--- config.mk ---
export PLATFORM = sky130hd
export DESIGN_NAME = uart_rx_ctrl
export DESIGN_NICKNAME = d
export VERILOG_FILES = /design/src/rtl/uart_pkg.sv /design/src/rtl/uart_rx_fifo.sv /design/src/rtl/uart_rx_ctrl.sv
export SDC_FILE = /design/constraint.sdc
export NUM_CORES = 1
export LEC_CHECK = 0
export CAP_MARGIN = 10
export CORE_MARGIN = 2
export CORE_UTILIZATION = 45
export CTS_BUF_LIST = sky130_fd_sc_hd__clkbuf_4
export CTS_CLUSTER_DIAMETER = 200
export CTS_CLUSTER_SIZE = 40
export DETAILED_ROUTE_END_ITERATION = 10
export PLACE_DENSITY = 0.66
export SLEW_MARGIN = 20
export SYNTH_ARGS = -nofsm -noshare
export SYNTH_HDL_FRONTEND = slang
export SYNTH_SLANG_ARGS = --single-unit
--- constraint.sdc ---
create_clock -name clk -period 5.1 [get_ports clk]
set_input_delay 1.53 -clock clk [delete_from_list [all_inputs] [get_ports clk]]
set_output_delay 1.53 -clock clk [all_outputs]
set_load 0.02 [all_outputs]
--- src/rtl/uart_pkg.sv ---
`default_nettype none
// ============================================================================
//  Module   : uart_pkg
//  Purpose  : Shared constants and types for the UART receive controller:
//             register map, STATUS/CTRL bit positions, divisor floor and
//             ack FSM state encoding.
//  Revision : 1.0 - initial release
// ============================================================================
package uart_pkg;

    // Register map
    localparam logic [1:0] c_ADDR_DATA   = 2'd0;
    localparam logic [1:0] c_ADDR_STATUS = 2'd1;
    localparam logic [1:0] c_ADDR_CLKDIV = 2'd2;
    localparam logic [1:0] c_ADDR_CTRL   = 2'd3;

    // STATUS bit positions
    localparam int c_ST_NONEMPTY = 0;
    localparam int c_ST_FULL     = 1;
    localparam int c_ST_OVR      = 2;
    localparam int c_ST_FERR     = 3;
    localparam int c_ST_FCNT_CLR = 4;
    localparam int c_ST_FILL_LSB = 8;
    localparam int c_ST_FCNT_LSB = 16;

    // CTRL bit positions
    localparam int c_CTRL_RX_EN   = 0;
    localparam int c_CTRL_IRQ_EN  = 1;
    localparam int c_CTRL_THR_LSB = 8;

    // Smallest divisor the receiver can work with
    localparam logic [31:0] c_CLK_DIV_MIN = 32'd2;

    // Ack FSM states
    typedef enum logic [0:0] {
        ST_IDLE = 1'b0,
        ST_ACK  = 1'b1
    } ack_state_t;

endpackage
`default_nettype wire

--- src/rtl/uart_rx_fifo.sv ---
`default_nettype none
// ============================================================================
//  Module   : uart_rx_fifo
//  Purpose  : Synchronous byte FIFO for received data. A push while full is
//             accepted only when a pop happens in the same cycle.
//  Revision : 1.0 - initial release
// ============================================================================
module uart_rx_fifo #(
    parameter int DEPTH = 16
) (
    input  logic                     clk,
    input  logic                     rst_n,
    input  logic                     i_push,
    input  logic [7:0]               i_data,
    input  logic                     i_pop,
    output logic [7:0]               o_head,
    output logic                     o_full,
    output logic                     o_empty,
    output logic [$clog2(DEPTH):0]   o_count
);

    localparam int c_AW = $clog2(DEPTH);
    localparam int c_CW = c_AW + 1;

    logic [7:0]      r_mem [DEPTH];
    logic [c_AW-1:0] r_wr_ptr;
    logic [c_AW-1:0] r_rd_ptr;
    logic [c_CW-1:0] r_count;
    logic            w_full;
    logic            w_empty;
    logic            w_do_push;
    logic            w_do_pop;

    assign w_full    = (r_count == c_CW'(DEPTH));
    assign w_empty   = (r_count == '0);
    assign w_do_pop  = i_pop & ~w_empty;
    assign w_do_push = i_push & (~w_full | w_do_pop);

    // Storage array; the head is read combinationally so it stays valid while being overwritten
    always_ff @(posedge clk) begin
        if (w_do_push) begin
            r_mem[r_wr_ptr] <= i_data;
        end
    end

    // Pointer and occupancy tracking; pointers wrap naturally at DEPTH
    always_ff @(posedge clk or negedge rst_n) begin
        if (!rst_n) begin
            r_wr_ptr <= '0;
            r_rd_ptr <= '0;
            r_count  <= '0;
        end else begin
            if (w_do_push) r_wr_ptr <= r_wr_ptr + c_AW'(1);
            if (w_do_pop)  r_rd_ptr <= r_rd_ptr + c_AW'(1);
            case ({w_do_push, w_do_pop})
                2'b10:   r_count <= r_count + c_CW'(1);
                2'b01:   r_count <= r_count - c_CW'(1);
                default: r_count <= r_count;
            endcase
        end
    end

    assign o_head  = r_mem[r_rd_ptr];
    assign o_full  = w_full;
    assign o_empty = w_empty;
    assign o_count = r_count;

endmodule
`default_nettype wire

--- src/rtl/uart_rx_ctrl.sv ---
`default_nettype none
// ============================================================================
//  Module   : uart_rx_ctrl
//  Purpose  : Sequences the UART receive datapath: acknowledges each byte,
//             buffers it in a FIFO, tracks overrun / frame errors, owns the
//             baud divisor with deferred update and raises a level IRQ.
//  Revision : 1.0 - initial release
// ============================================================================
module uart_rx_ctrl #(
    parameter int          DEPTH       = 16,
    parameter logic [31:0] CLK_DIV_RST = 32'd434,
    parameter logic [7:0]  THR_RST     = 8'd1
) (
    input  logic        clk,
    input  logic        rst_n,
    input  logic        rx_done_i,
    input  logic [7:0]  rx_data_i,
    input  logic        frame_err_i,
    input  logic        rx_busy_i,
    output logic        ctrl_done_o,
    output logic [31:0] clk_div_o,
    input  logic        reg_req_i,
    input  logic        reg_we_i,
    input  logic [1:0]  reg_addr_i,
    input  logic [31:0] reg_wdata_i,
    output logic [31:0] reg_rdata_o,
    output logic        reg_ack_o,
    output logic        irq_o
);

    import uart_pkg::*;

    localparam int c_CW = $clog2(DEPTH) + 1;

    ack_state_t      r_state;
    ack_state_t      w_state_nxt;
    logic            w_accept;
    logic            w_ctrl_done;

    logic            r_rx_en;
    logic            r_irq_en;
    logic [7:0]      r_thr;
    logic            r_ovr;
    logic            r_ferr;
    logic [7:0]      r_fcnt;
    logic [31:0]     r_clk_div;
    logic [31:0]     r_div_stage;
    logic            r_div_pend;
    logic            r_ack;
    logic [31:0]     r_rdata;
    logic            r_irq;

    logic            w_rd;
    logic            w_wr;
    logic            w_data_rd;
    logic            w_status_wr;
    logic            w_clkdiv_wr;
    logic            w_ctrl_wr;
    logic            w_push;
    logic            w_ovr_set;
    logic [7:0]      w_head;
    logic            w_full;
    logic            w_empty;
    logic [c_CW-1:0] w_count;
    logic [7:0]      w_count8;
    logic [7:0]      w_thr_eff;
    logic [31:0]     w_div_clamped;
    logic [31:0]     w_status;
    logic [31:0]     w_rdata;

    // Register bus decode
    assign w_rd        = reg_req_i & ~reg_we_i;
    assign w_wr        = reg_req_i &  reg_we_i;
    assign w_data_rd   = w_rd & (reg_addr_i == c_ADDR_DATA);
    assign w_status_wr = w_wr & (reg_addr_i == c_ADDR_STATUS);
    assign w_clkdiv_wr = w_wr & (reg_addr_i == c_ADDR_CLKDIV);
    assign w_ctrl_wr   = w_wr & (reg_addr_i == c_ADDR_CTRL);

    // A full FIFO only overruns if no DATA read frees a slot this cycle
    assign w_push    = w_accept & r_rx_en;
    assign w_ovr_set = w_push & w_full & ~w_data_rd;

    assign w_count8      = 8'(w_count);
    assign w_thr_eff     = (r_thr == 8'd0) ? 8'd1 : r_thr;
    assign w_div_clamped = (reg_wdata_i < c_CLK_DIV_MIN) ? c_CLK_DIV_MIN : reg_wdata_i;

    uart_rx_fifo #(
        .DEPTH   (DEPTH)
    ) u_fifo (
        .clk     (clk),
        .rst_n   (rst_n),
        .i_push  (w_push),
        .i_data  (rx_data_i),
        .i_pop   (w_data_rd),
        .o_head  (w_head),
        .o_full  (w_full),
        .o_empty (w_empty),
        .o_count (w_count)
    );

    // Ack FSM state register
    always_ff @(posedge clk or negedge rst_n) begin
        if (!rst_n) r_state <= ST_IDLE;
        else        r_state <= w_state_nxt;
    end

    // Ack FSM next state: accept a byte in IDLE, acknowledge for one cycle in ACK
    always_comb begin
        w_state_nxt = r_state;
        w_accept    = 1'b0;
        w_ctrl_done = 1'b0;
        case (r_state)
            ST_IDLE: begin
                if (rx_done_i) begin
                    w_accept    = 1'b1;
                    w_state_nxt = ST_ACK;
                end
            end
            ST_ACK: begin
                w_ctrl_done = 1'b1;
                w_state_nxt = ST_IDLE;
            end
            default: w_state_nxt = ST_IDLE;
        endcase
    end

    // STATUS word assembly
    always_comb begin
        w_status                           = '0;
        w_status[c_ST_NONEMPTY]            = ~w_empty;
        w_status[c_ST_FULL]                = w_full;
        w_status[c_ST_OVR]                 = r_ovr;
        w_status[c_ST_FERR]                = r_ferr;
        w_status[c_ST_FILL_LSB +: 8]       = w_count8;
        w_status[c_ST_FCNT_LSB +: 8]       = r_fcnt;
    end

    // Read data mux
    always_comb begin
        w_rdata = '0;
        case (reg_addr_i)
            c_ADDR_DATA:   if (!w_empty) w_rdata = {23'd0, 1'b1, w_head};
            c_ADDR_STATUS: w_rdata = w_status;
            c_ADDR_CLKDIV: w_rdata = r_div_pend ? r_div_stage : r_clk_div;
            default: begin
                w_rdata[c_CTRL_RX_EN]         = r_rx_en;
                w_rdata[c_CTRL_IRQ_EN]        = r_irq_en;
                w_rdata[c_CTRL_THR_LSB +: 8]  = r_thr;
            end
        endcase
    end

    // Bus response: one-cycle ack, data presented only for reads
    always_ff @(posedge clk or negedge rst_n) begin
        if (!rst_n) begin
            r_ack   <= 1'b0;
            r_rdata <= '0;
        end else begin
            r_ack   <= reg_req_i;
            r_rdata <= w_rd ? w_rdata : '0;
        end
    end

    // Sticky error flags and saturating frame counter; a new event beats a clear
    always_ff @(posedge clk or negedge rst_n) begin
        if (!rst_n) begin
            r_ovr  <= 1'b0;
            r_ferr <= 1'b0;
            r_fcnt <= 8'd0;
        end else begin
            if (w_ovr_set)
                r_ovr <= 1'b1;
            else if (w_status_wr && reg_wdata_i[c_ST_OVR])
                r_ovr <= 1'b0;

            if (frame_err_i)
                r_ferr <= 1'b1;
            else if (w_status_wr && reg_wdata_i[c_ST_FERR])
                r_ferr <= 1'b0;

            if (w_status_wr && reg_wdata_i[c_ST_FCNT_CLR])
                r_fcnt <= frame_err_i ? 8'd1 : 8'd0;
            else if (frame_err_i && (r_fcnt != 8'hFF))
                r_fcnt <= r_fcnt + 8'd1;
        end
    end

    // CTRL register
    always_ff @(posedge clk or negedge rst_n) begin
        if (!rst_n) begin
            r_rx_en  <= 1'b1;
            r_irq_en <= 1'b0;
            r_thr    <= THR_RST;
        end else if (w_ctrl_wr) begin
            r_rx_en  <= reg_wdata_i[c_CTRL_RX_EN];
            r_irq_en <= reg_wdata_i[c_CTRL_IRQ_EN];
            r_thr    <= reg_wdata_i[c_CTRL_THR_LSB +: 8];
        end
    end

    // Divisor staging: apply only while the receiver is quiet and no ack is outstanding
    always_ff @(posedge clk or negedge rst_n) begin
        if (!rst_n) begin
            r_clk_div   <= CLK_DIV_RST;
            r_div_stage <= CLK_DIV_RST;
            r_div_pend  <= 1'b0;
        end else begin
            if (r_div_pend && !rx_busy_i && (r_state == ST_IDLE)) begin
                r_clk_div  <= r_div_stage;
                r_div_pend <= 1'b0;
            end
            if (w_clkdiv_wr) begin
                r_div_stage <= w_div_clamped;
                r_div_pend  <= 1'b1;
            end
        end
    end

    // Level interrupt from fill threshold or sticky errors
    always_ff @(posedge clk or negedge rst_n) begin
        if (!rst_n) r_irq <= 1'b0;
        else        r_irq <= r_irq_en & ((w_count8 >= w_thr_eff) | r_ovr | r_ferr);
    end

    assign ctrl_done_o = w_ctrl_done;
    assign clk_div_o   = r_clk_div;
    assign reg_ack_o   = r_ack;
    assign reg_rdata_o = r_rdata;
    assign irq_o       = r_irq;

endmodule
`default_nettype wire

==> After elaboration in Yosys (flattened, before gate mapping) <==
Memory sizes are Yosys's and may differ from the RTL's.
Index checks and enable logic that the tools add are counted.
{ "totals": {"input_bits": 49, "memories": 1, "elab_cells": 91, "mem_bits_rw": 128, "regBits": 133} }
{ "memory_table": {"columns": ["memory", "depth", "word_bits", "read_ports", "rd_ports_with_merged_regs", "write_ports", "line_no", "rtl"], "rows": [
  ["u_fifo.r_mem", 16, 8, 1, 0, 1, "uart_rx_fifo.sv:25", "logic [7:0] r_mem [DEPTH];"]
]} }
{ "classes": {"reduce_logical": 15, "order_cmp": 2, "n_eq_ne": 7, "n_addsub": 5, "mux": 25, "n_bitwise": 20} }
{ "op_table": {"columns": ["operator", "count"], "rows": [
  ["32-bit 2-to-1 mux", 3],
  ["16-bit one-hot mux with 3 select lines", 1],
  ["32-bit by 2-bit less-than comparator with 1-bit output, second input constant", 1],
  ["8-bit 2-to-1 mux", 3],
  ["8-bit one-hot mux with 3 select lines", 1],
  ["6-bit one-hot mux with 3 select lines", 1],
  ["1-bit bitwise AND", 12],
  ["1-bit 2-to-1 mux", 12],
  ["5-bit one-hot mux with 2 select lines", 1],
  ["2-bit nonzero test", 5],
  ["9-bit 2-to-1 mux", 1],
  ["4-bit by 1-bit adder with 4-bit output, second input constant", 2],
  ["8-bit by 1-bit adder with 8-bit output, second input constant", 1],
  ["5-bit by 8-bit greater-or-equal comparator with 1-bit output", 1],
  ["8-bit zero test", 1],
  ["8-bit inequality test, second input constant", 1],
  ["2-bit equality test, second input constant", 3],
  ["1-bit logical AND", 6],
  ["2-bit one-hot mux with 3 select lines", 1],
  ["5-bit by 1-bit adder with 5-bit output, second input constant", 1],
  ["5-bit equality test, second input constant", 1],
  ["5-bit zero test", 1],
  ["1-bit NOT", 5],
  ["5-bit by 1-bit subtractor with 5-bit output, second input constant", 1],
  ["5 further kinds", 8]
]} }

==> Depth between registers and ports, before layout <==
Gate-level depths: netlist of run 1.
{ "depth": {"depth_word": 8, "mapped_depth": 11, "depth_no_buf": 11} }

==> Cells and area by module <==
From an unflattened synthesis of run 1, not the netlist that was laid out.
{ "hier_totals": {"cells_unflattened": 720, "hier_area_um2": 11149.4} }
{ "modules_own_cells": {"columns": ["module", "cells_per_inst", "instances", "seq_area_each_um2", "area_per_inst_um2"], "rows": [
  ["uart_rx_fifo", 301, 1, 4169.0, 5774.3],
  ["uart_rx_ctrl", 419, 1, 3017.9, 5375.2]
]} }

==> Worst setup path before layout of run 1 <==
Ideal clock, no wire load.
{ "synth_timing": {"path_kind": "input -> register", "start": "in reg_addr_i[0]", "end": "mem u_fifo.r_mem[5][0] (enable)", "required_ns": 4.715, "arrival_time_ns": 3.181, "cell_stages": 6, "setup_slack_ns": 1.533, "n_path_buf": 0, "setup_ns": 0.385, "cell_sequence": "inv_1 ha_1 nand3b_1 a31oi_2 nand2_1 nor3b_1"} }
{ "synth_via": {"elab_chain_len": 7} }
{ "synth_lines": {"columns": ["element", "line_no", "rtl"], "rows": [
  ["start, declared", "uart_rx_ctrl.sv:24", "input logic [1:0] reg_addr_i,"],
  ["2-bit zero test", "uart_rx_ctrl.sv:74", "assign w_data_rd = w_rd & (reg_addr_i == c_ADDR_DATA);"],
  ["1-bit bitwise AND", "uart_rx_ctrl.sv:74", null],
  ["1-bit bitwise AND", "uart_rx_fifo.sv:36", "assign w_do_pop = i_pop & ~w_empty;"],
  ["1-bit bitwise OR", "uart_rx_fifo.sv:37", "assign w_do_push = i_push & (~w_full | w_do_pop);"],
  ["1-bit bitwise AND", "uart_rx_fifo.sv:37", null],
  ["1-bit 2-to-1 mux", "uart_rx_fifo.sv:41", "if (w_do_push) begin"],
  ["1-bit 2-to-1 mux (implied by the code)", "uart_rx_fifo.sv:42", "r_mem[r_wr_ptr] <= i_data;"],
  ["end, declared", "uart_rx_fifo.sv:25", null]
]} }
No other way between the ends.

==> Final worst setup path of run 1 <==
{ "layout_timing": {"start": "in reg_addr_i[1]", "end": "mem u_fifo.r_mem[0][3] (enable)"} }
Same word-level chain as after synthesis.

==> results of run 1 <==
## layer usage
layer / GRT usage, % / up-vias / share of wire, % / wire length [um]
li1: - / 2898 / - / -
met1: 27.2 / 3264 / 46 / 11300
met2: 32.1 / 181 / 48 / 11900
met3: 2.26 / 30 / 4.5 / 1100
met4: 4.10 / 0 / 1.8 / 443
met5: 0 / - / 0 / 0
## through the flow
step | worst slack, ps | power (uW) | area (um2)
floorplan | 1530 | 4060 | 11100
global placement | 852 | 4760 | 12600
detailed placement | 729 | 4820 | 12600
CTS | 1540 | 5550 | 12800
global route | 1310 | 5780 | 12800
finish | 1460 | 5490 | 12800
## registers in the layout, indices dropped and copies added (netlist names)
| signal | count |
|---|---|
| u_fifo.r_wr_ptr | 4 |
| u_fifo.r_mem | 128 |
| u_fifo.r_rd_ptr | 4 |
| r_div_pend | 1 |
| reg_ack_o | 1 |
| r_thr | 8 |
| r_rx_en | 1 |
| r_ovr | 1 |
| reg_rdata_o | 32 |
| u_fifo.o_count | 5 |
| r_ferr | 1 |
| r_state | 1 |
| r_div_stage | 32 |
| r_fcnt | 8 |
| r_irq_en | 1 |
| irq_o | 1 |
| clk_div_o | 32 |
## placed cells by master (no fill, tap or decap), types with 4 or more instances in the layout
cell type and n:
inv_1 16, dfstp_2 12, o21ai_1 4, mux2i_1 30
nor4_1 7, a22oi_1 17, nand4_1 8, ha_1 19
and2_1 14, nand3_1 11, xnor2_1 10, mux4_2 28
clkdlybuf4s50_1 114, a21oi_1 6, a211oi_1 6, o21ai_0 12
edfxtp_1 128, a22o_1 4, dfrtp_1 120, mux2_1 12
mux2_2 83, nor2_1 26, nor2b_1 8, nor3b_1 6
nor3_1 6, buf_4 11, nand2_1 21, clkbuf_4 15
o22a_1 5, a221oi_1 5
## how the worst max path moves through the flow
| stage | from | slack (ps) | cells after the start | end |
|---|---|---|---|---|
| 5_1_grt | reg_addr_i[1] | 1310 | 7 | u_fifo.r_mem[0][5] |
| 6_report | reg_addr_i[1] | 1460 | 7 | u_fifo.r_mem[0][3] |
| 3_5_place_dp | reg_addr_i[0] | 730 | 7 | u_fifo.r_mem[2][4] |
| 4_1_cts | reg_addr_i[0] | 1540 | 7 | u_fifo.r_mem[2][7] |
| 3_3_place_gp | reg_addr_i[0] | 850 | 7 | u_fifo.r_mem[2][7] |
| 2_1_floorplan | reg_addr_i[0] | 1530 | 6 | u_fifo.r_mem[5][0] |
## critical path, cell delays in order
cell and delay, ps:
clkdlybuf4s50_1 480, inv_1 110, ha_1 260, nand3b_1 190, a31oi_2 530, nor3b_1 480
and2_1 430
## power breakdown
group | switching, uW | internal (uW)
Clock | 587 | 145
Combinational | 888 | 961
Sequential | 363 | 2550
Total | 1840 | 3660
## kinds of logic after synthesis
logic type	share of synthesized area, %
flops	64.5
mux	18.6
simple gates	6.01
compound gates	5.81
buf+inv	1.82
fa+ha+maj	2.31
xor+xnor	0.865
## cell type report
| cell class | count | area share (%) |
|---|---|---|
| inverters | 16 | 0.470 |
| flip-flops and latches | 261 | 56.3 |
| clock buffers | 15 | 0.882 |
| well taps | 324 | 3.17 |
| multi-input cells | 397 | 29.4 |
| repair buffers | 126 | 9.67 |
| clock inverters | 1 | 0.157 |
==> run_results.csv, run 1 <==
group,metric,value,unit
timing,final_worst_clock_skew,60.0,ps
timing,fmax,275,MHz
yosys,synth_edf_count,128,
routing,via_count,6373,
global_routing,globalRouteTotalUtil,19.1,%
setup_path,r2r_setup_slack,2350,ps
timing,setup-tns-final,0,ps
clocking,postCtsSetupRepairBufs,0,
timing,max_slew_violation_count,0,
yosys,synth_most_common_cell,"edfxtp_1",
clocking,clock_slew_at_the_register_clock_pins_of_the_worst_setup_and_hold_paths,370,ps
timing,worst_slew_margin_rel,34.2,%
cells_and_area,multi_input_area,0.00375,mm2
setup_path,r2r-end,"u_fifo.o_count[4]",
global_routing,number_of_antenna_violations_at_the_first_check_in_global_routing,1,
yosys,synth_sequential_area_ratio,64.5,%
pwr,peakVddDrop,228,uV
clocking,cts_hold_buffers,0,
job,max-cap-violations,0,
hold_path,hold_path_startpoint,"r_div_stage[14]",
routing,drt_first_pass_iters,4,
cells_and_area,final-seq-area,0.00719,mm2
timing,rsz0062_at_grt,"no",
cells_and_area,filler_cell_count,2018,
hold_path,min-delay-path-class,"flop to flop",
setup_path,rr_worst_depth,9,
routing,vias_per_cell,5.59,
setup_path,worstReg2RegStart,"u_fifo.o_count[1]",
cells_and_area,final_standard_cell_utilization_of_the_core,52.5,%
routing,detail-route-antenna-nets,0,
die,std_cell_rows,57,
die,start_util,45.8,%
setup_path,timing.setup.critical_path_class,"input pin to flop",
yosys,netlist_instances,707,
timing,timing.final.crit_share,71.3,%
timing,report.final.hold_viol_count,0,
clocking,cts-htree-levels,1,
routing,drc,0,
outcome,outcome,"finished, final reports clean",
clocking,cts_max_path_buffers,3,
cells_and_area,antennaDiodeCount,0,
yosys,synth_area_per_cell,15.8,um2
pwr,pwr_cell_area,430,mW/mm2
routing,avgRoutedWirePerCell,21.7,um
setup_path,required,5490,ps
setup_path,timing.critical_path.to_type,"flop",
die,die_w,161,um
cells_and_area,fraction_of_layout_instances_using_a_drive_strength_above_1,19.9,%
timing,finalHoldWorstSlack,555,ps
yosys,yosys_warnings,0,
yosys,asyncSetResetFlopFracSynth,51.0,%
setup_path,startpoint_class,"input pin",
routing,drt-initial-drc-count,551,
pwr,p_leak,0.00474,uW
clocking,clock_sink_count,261,
cells_and_area,area_growth,14.7,%
global_routing,grt_max_degree,106,
timing,post-route-min-period,3640,ps
timing,worstMarginPinSlew,987,ps
global_routing,overflow,0,
clocking,clock_insertion_delay_worst_skew,720,ps
yosys,cell_area_after_synthesis,0.0111,mm2
routing,wirelength,24.7,mm
clocking,cts-buffers-inserted,10,
placed_design,dp.final_hpwl,17.4,mm
die,number_of_top_level_pins,116,
hold_path,min_path_cells,1,
cells_and_area,fin_nets,881,
die,fp.dieArea,0.0260,mm2
yosys,post_synth_main_area_contributors,"edfxtp_1, dfrtp_1, mux2_2",
yosys,ys_seq_elements,261,
clocking,post_cts_resize_count,0,
hold_path,hold_path_end,"clk_div_o[14]",
placed_design,port_buffers,115,
placed_design,place_congestion,0.801,
global_routing,grt_first_pass_wirelength,38.9,mm
yosys,synth_top_area_share,34.5,%
timing,setup-violations-final,0,
clocking,cts_tree,"yes",
yosys,yosys.cell_types.count,59,
yosys,ys_dominant_reg_cell,"edfxtp_1",
setup_path,timing.critical_path.fanout_max,9,
die,die_span_in_y,161,um
yosys,synth_nets,776,
global_routing,vias_in_the_first_global_route,6713,
clocking,clockRootBuffer,"clkbuf_4",
yosys,cell_taking_the_most_area_after_synthesis,"edfxtp_1",
setup_path,cp_data_arrival_time,4030,ps
die,core,0.0243,mm2
cells_and_area,finish.cell_count_without_fillers,1140,
yosys,synth_top_cells_by_count,"edfxtp_1, dfrtp_1, mux2_2",
placed_design,dp.cells,1124,
Power figures use the tool's default switching activity.
==> inputs of run 2 (changes only) <==
- clock period: 5.1 -> 3.6 ns (I/O delays scaled with it)
==> run 2 against run 1 <==
Cell count up 1.9%; clock power increased by 42%; flip-flop and latch count did not move; wire length grew 2.7%; worst setup slack got worse by 950 ps; power rose by 43%; first-iteration DRC count is 9.1% higher; combinational power is 42% higher; die area unchanged; worst hold slack worse by 310 ps; non-clock buffer count grew 22; critical endpoint is now ctrl_done_o.
==> run_results.csv, run 2 (synthesized netlist as in run 1, its figures left out) <==
group,metric,value,unit
outcome,outcome,"finished, final reports clean",
setup_path,startpoint_class,"flop",
setup_path,required,2520,ps
timing,fmax,324,MHz
clocking,clock_insertion_delay_worst_skew,720,ps
pwr,peakVddDrop,295,uV
setup_path,timing.critical_path.fanout_max,6,
routing,wirelength,25.4,mm
routing,via_count,6499,
cells_and_area,antennaDiodeCount,0,
cells_and_area,fraction_of_layout_instances_using_a_drive_strength_above_1,22.0,%
global_routing,overflow,0,
clocking,post_cts_resize_count,0,
global_routing,number_of_antenna_violations_at_the_first_check_in_global_routing,1,
global_routing,globalRouteTotalUtil,19.8,%
clocking,postCtsSetupRepairBufs,0,
timing,max_slew_violation_count,0,
pwr,post-layout-total-power,7840,uW
job,max-cap-violations,0,
global_routing,grt_first_pass_wirelength,40.1,mm
clocking,cts-buffers-inserted,10,
cells_and_area,final_common_cell,"edfxtp_1",
placed_design,place_congestion,0.847,
timing,setup-violations-final,0,
setup_path,slowest_stage,"clkdlybuf4s50_1",
timing,final_worst_clock_skew,68.2,ps
setup_path,cell_by_cell_listing_of_the_critical_path,"clkdlybuf4s50_1",
timing,worstMarginPinSlew,960,ps
cells_and_area,mostFrequentLayoutCells,"edfxtp_1, dfrtp_1, clkdlybuf4s50_1",
clocking,clockRootBuffer,"clkbuf_4",
die,start_util,45.8,%
cells_and_area,filler_cell_count,1947,
clocking,cts-htree-levels,1,
clocking,cts_max_path_buffers,3,
setup_path,cp.buffers_inverters,1,
timing,report.final.hold_viol_count,0,
routing,drt-initial-drc-count,601,
cells_and_area,final_standard_cell_utilization_of_the_core,53.3,%
placed_design,dp.final_hpwl,18.3,mm
setup_path,cp_data_arrival_time,2000,ps
clocking,cts_hold_buffers,0,
die,fp.dieArea,0.0260,mm2
cells_and_area,finish.cell_count_without_fillers,1162,
cells_and_area,area_growth,16.4,%
die,die_w,161,um
timing,worst_slew_margin_rel,36.0,%
cells_and_area,largest_register_ff_count,128,
die,die_span_in_y,161,um
clocking,clock_sink_count,261,
setup_path,timing.critical_path.to_type,"output pin",
setup_path,r2r_setup_slack,910,ps
timing,timing.final.crit_share,85.7,%
cells_and_area,largest_register,"u_fifo.r_mem",
routing,detail-route-antenna-nets,0,
timing,setup-tns-final,0,ps
routing,avgRoutedWirePerCell,21.9,um
routing,drt_first_pass_iters,5,
clocking,clock_slew_at_the_register_clock_pins_of_the_worst_setup_and_hold_paths,390,ps
routing,drc,0,
setup_path,timing.setup.critical_path_class,"flop to output pin",
pwr,p_leak,0.00486,uW
routing,vias_per_cell,5.59,
hold_path,min-delay-path-class,"input pin to async pin",
cells_and_area,fin_nets,903,
placed_design,dp.cells,1146,
global_routing,vias_in_the_first_global_route,6821,
global_routing,grt_max_degree,59,
timing,post-route-min-period,3080,ps
placed_design,port_buffers,115,
pwr,pwr_cell_area,605,mW/mm2
setup_path,cpPeakStageDelay,670,ps
die,number_of_top_level_pins,116,
clocking,cts_tree,"yes",
cells_and_area,final_std_cell_area_no_fill,0.0130,mm2
die,core,0.0243,mm2
setup_path,cp_top_family,"buffers and inverters",
die,std_cell_rows,57,
placed_design,place_area,0.0128,mm2
timing,rsz0062_at_grt,"no",
[run 2: worst paths after layout]
path | startpoint | end | cells after the start
worst max-delay path | r_state | ctrl_done_o | 1
worst min-delay path | rst_n | r_div_stage[15] | 1
worst max register to register | u_fifo.o_count[1] | u_fifo.o_count[4] | 9
worst min register to register | r_div_stage[0] | r_div_stage[0] | 2
max in group asynchronous | rst_n | clk_div_o[4] | 2
min in group clk | r_div_stage[0] | r_div_stage[0] | 2
[run 2: metrics by stage]
| stage | hold slack [ps] | setup slack (ps) |
|---|---|---|
| after floorplan | 460 | 483 |
| after global placement | 476 | 128 |
| after detailed placement | 489 | -17.0 |
| after CTS | 235 | 501 |
| after global routing | 224 | 433 |
| final | 243 | 515 |
[run 2: final cells by class]
type,instances,area [um2],share of cell area (%)
multi-input cells,397,3750,28.9
clock inverters,1,20.0,0.154
clock buffers,15,113,0.869
inverters,16,60.1,0.463
repair buffers,148,1430,11.0
flip-flops and latches,261,7190,55.5
well taps,324,405,3.13
[run 2: layer usage]
metal | wire, um | track usage [%] | part of all wire, % | vias up
met3 | 1390 | 2.70 | 5.5 | 24
met4 | 297 | 3.00 | 1.2 | 0
met2 | 12300 | 33.4 | 48 | 184
li1 | - | - | - | 2941
met1 | 11400 | 28.1 | 45 | 3350
met5 | 0 | 0 | 0 | -
[run 2: where the power goes]
| part | internal [uW] | switching [uW] | total (uW) |
|---|---|---|---|
| Clock | 205 | 832 | 1040 |
| Sequential | 3610 | 573 | 4180 |
| Combinational | 1400 | 1210 | 2620 |
==> inputs of run 3 (changes only) <==
- ABC_CLOCK_PERIOD_IN_PS: unset -> 3600
==> results of run 3 <==
The final DEF is identical to that of run 2; final timing and power are the same.
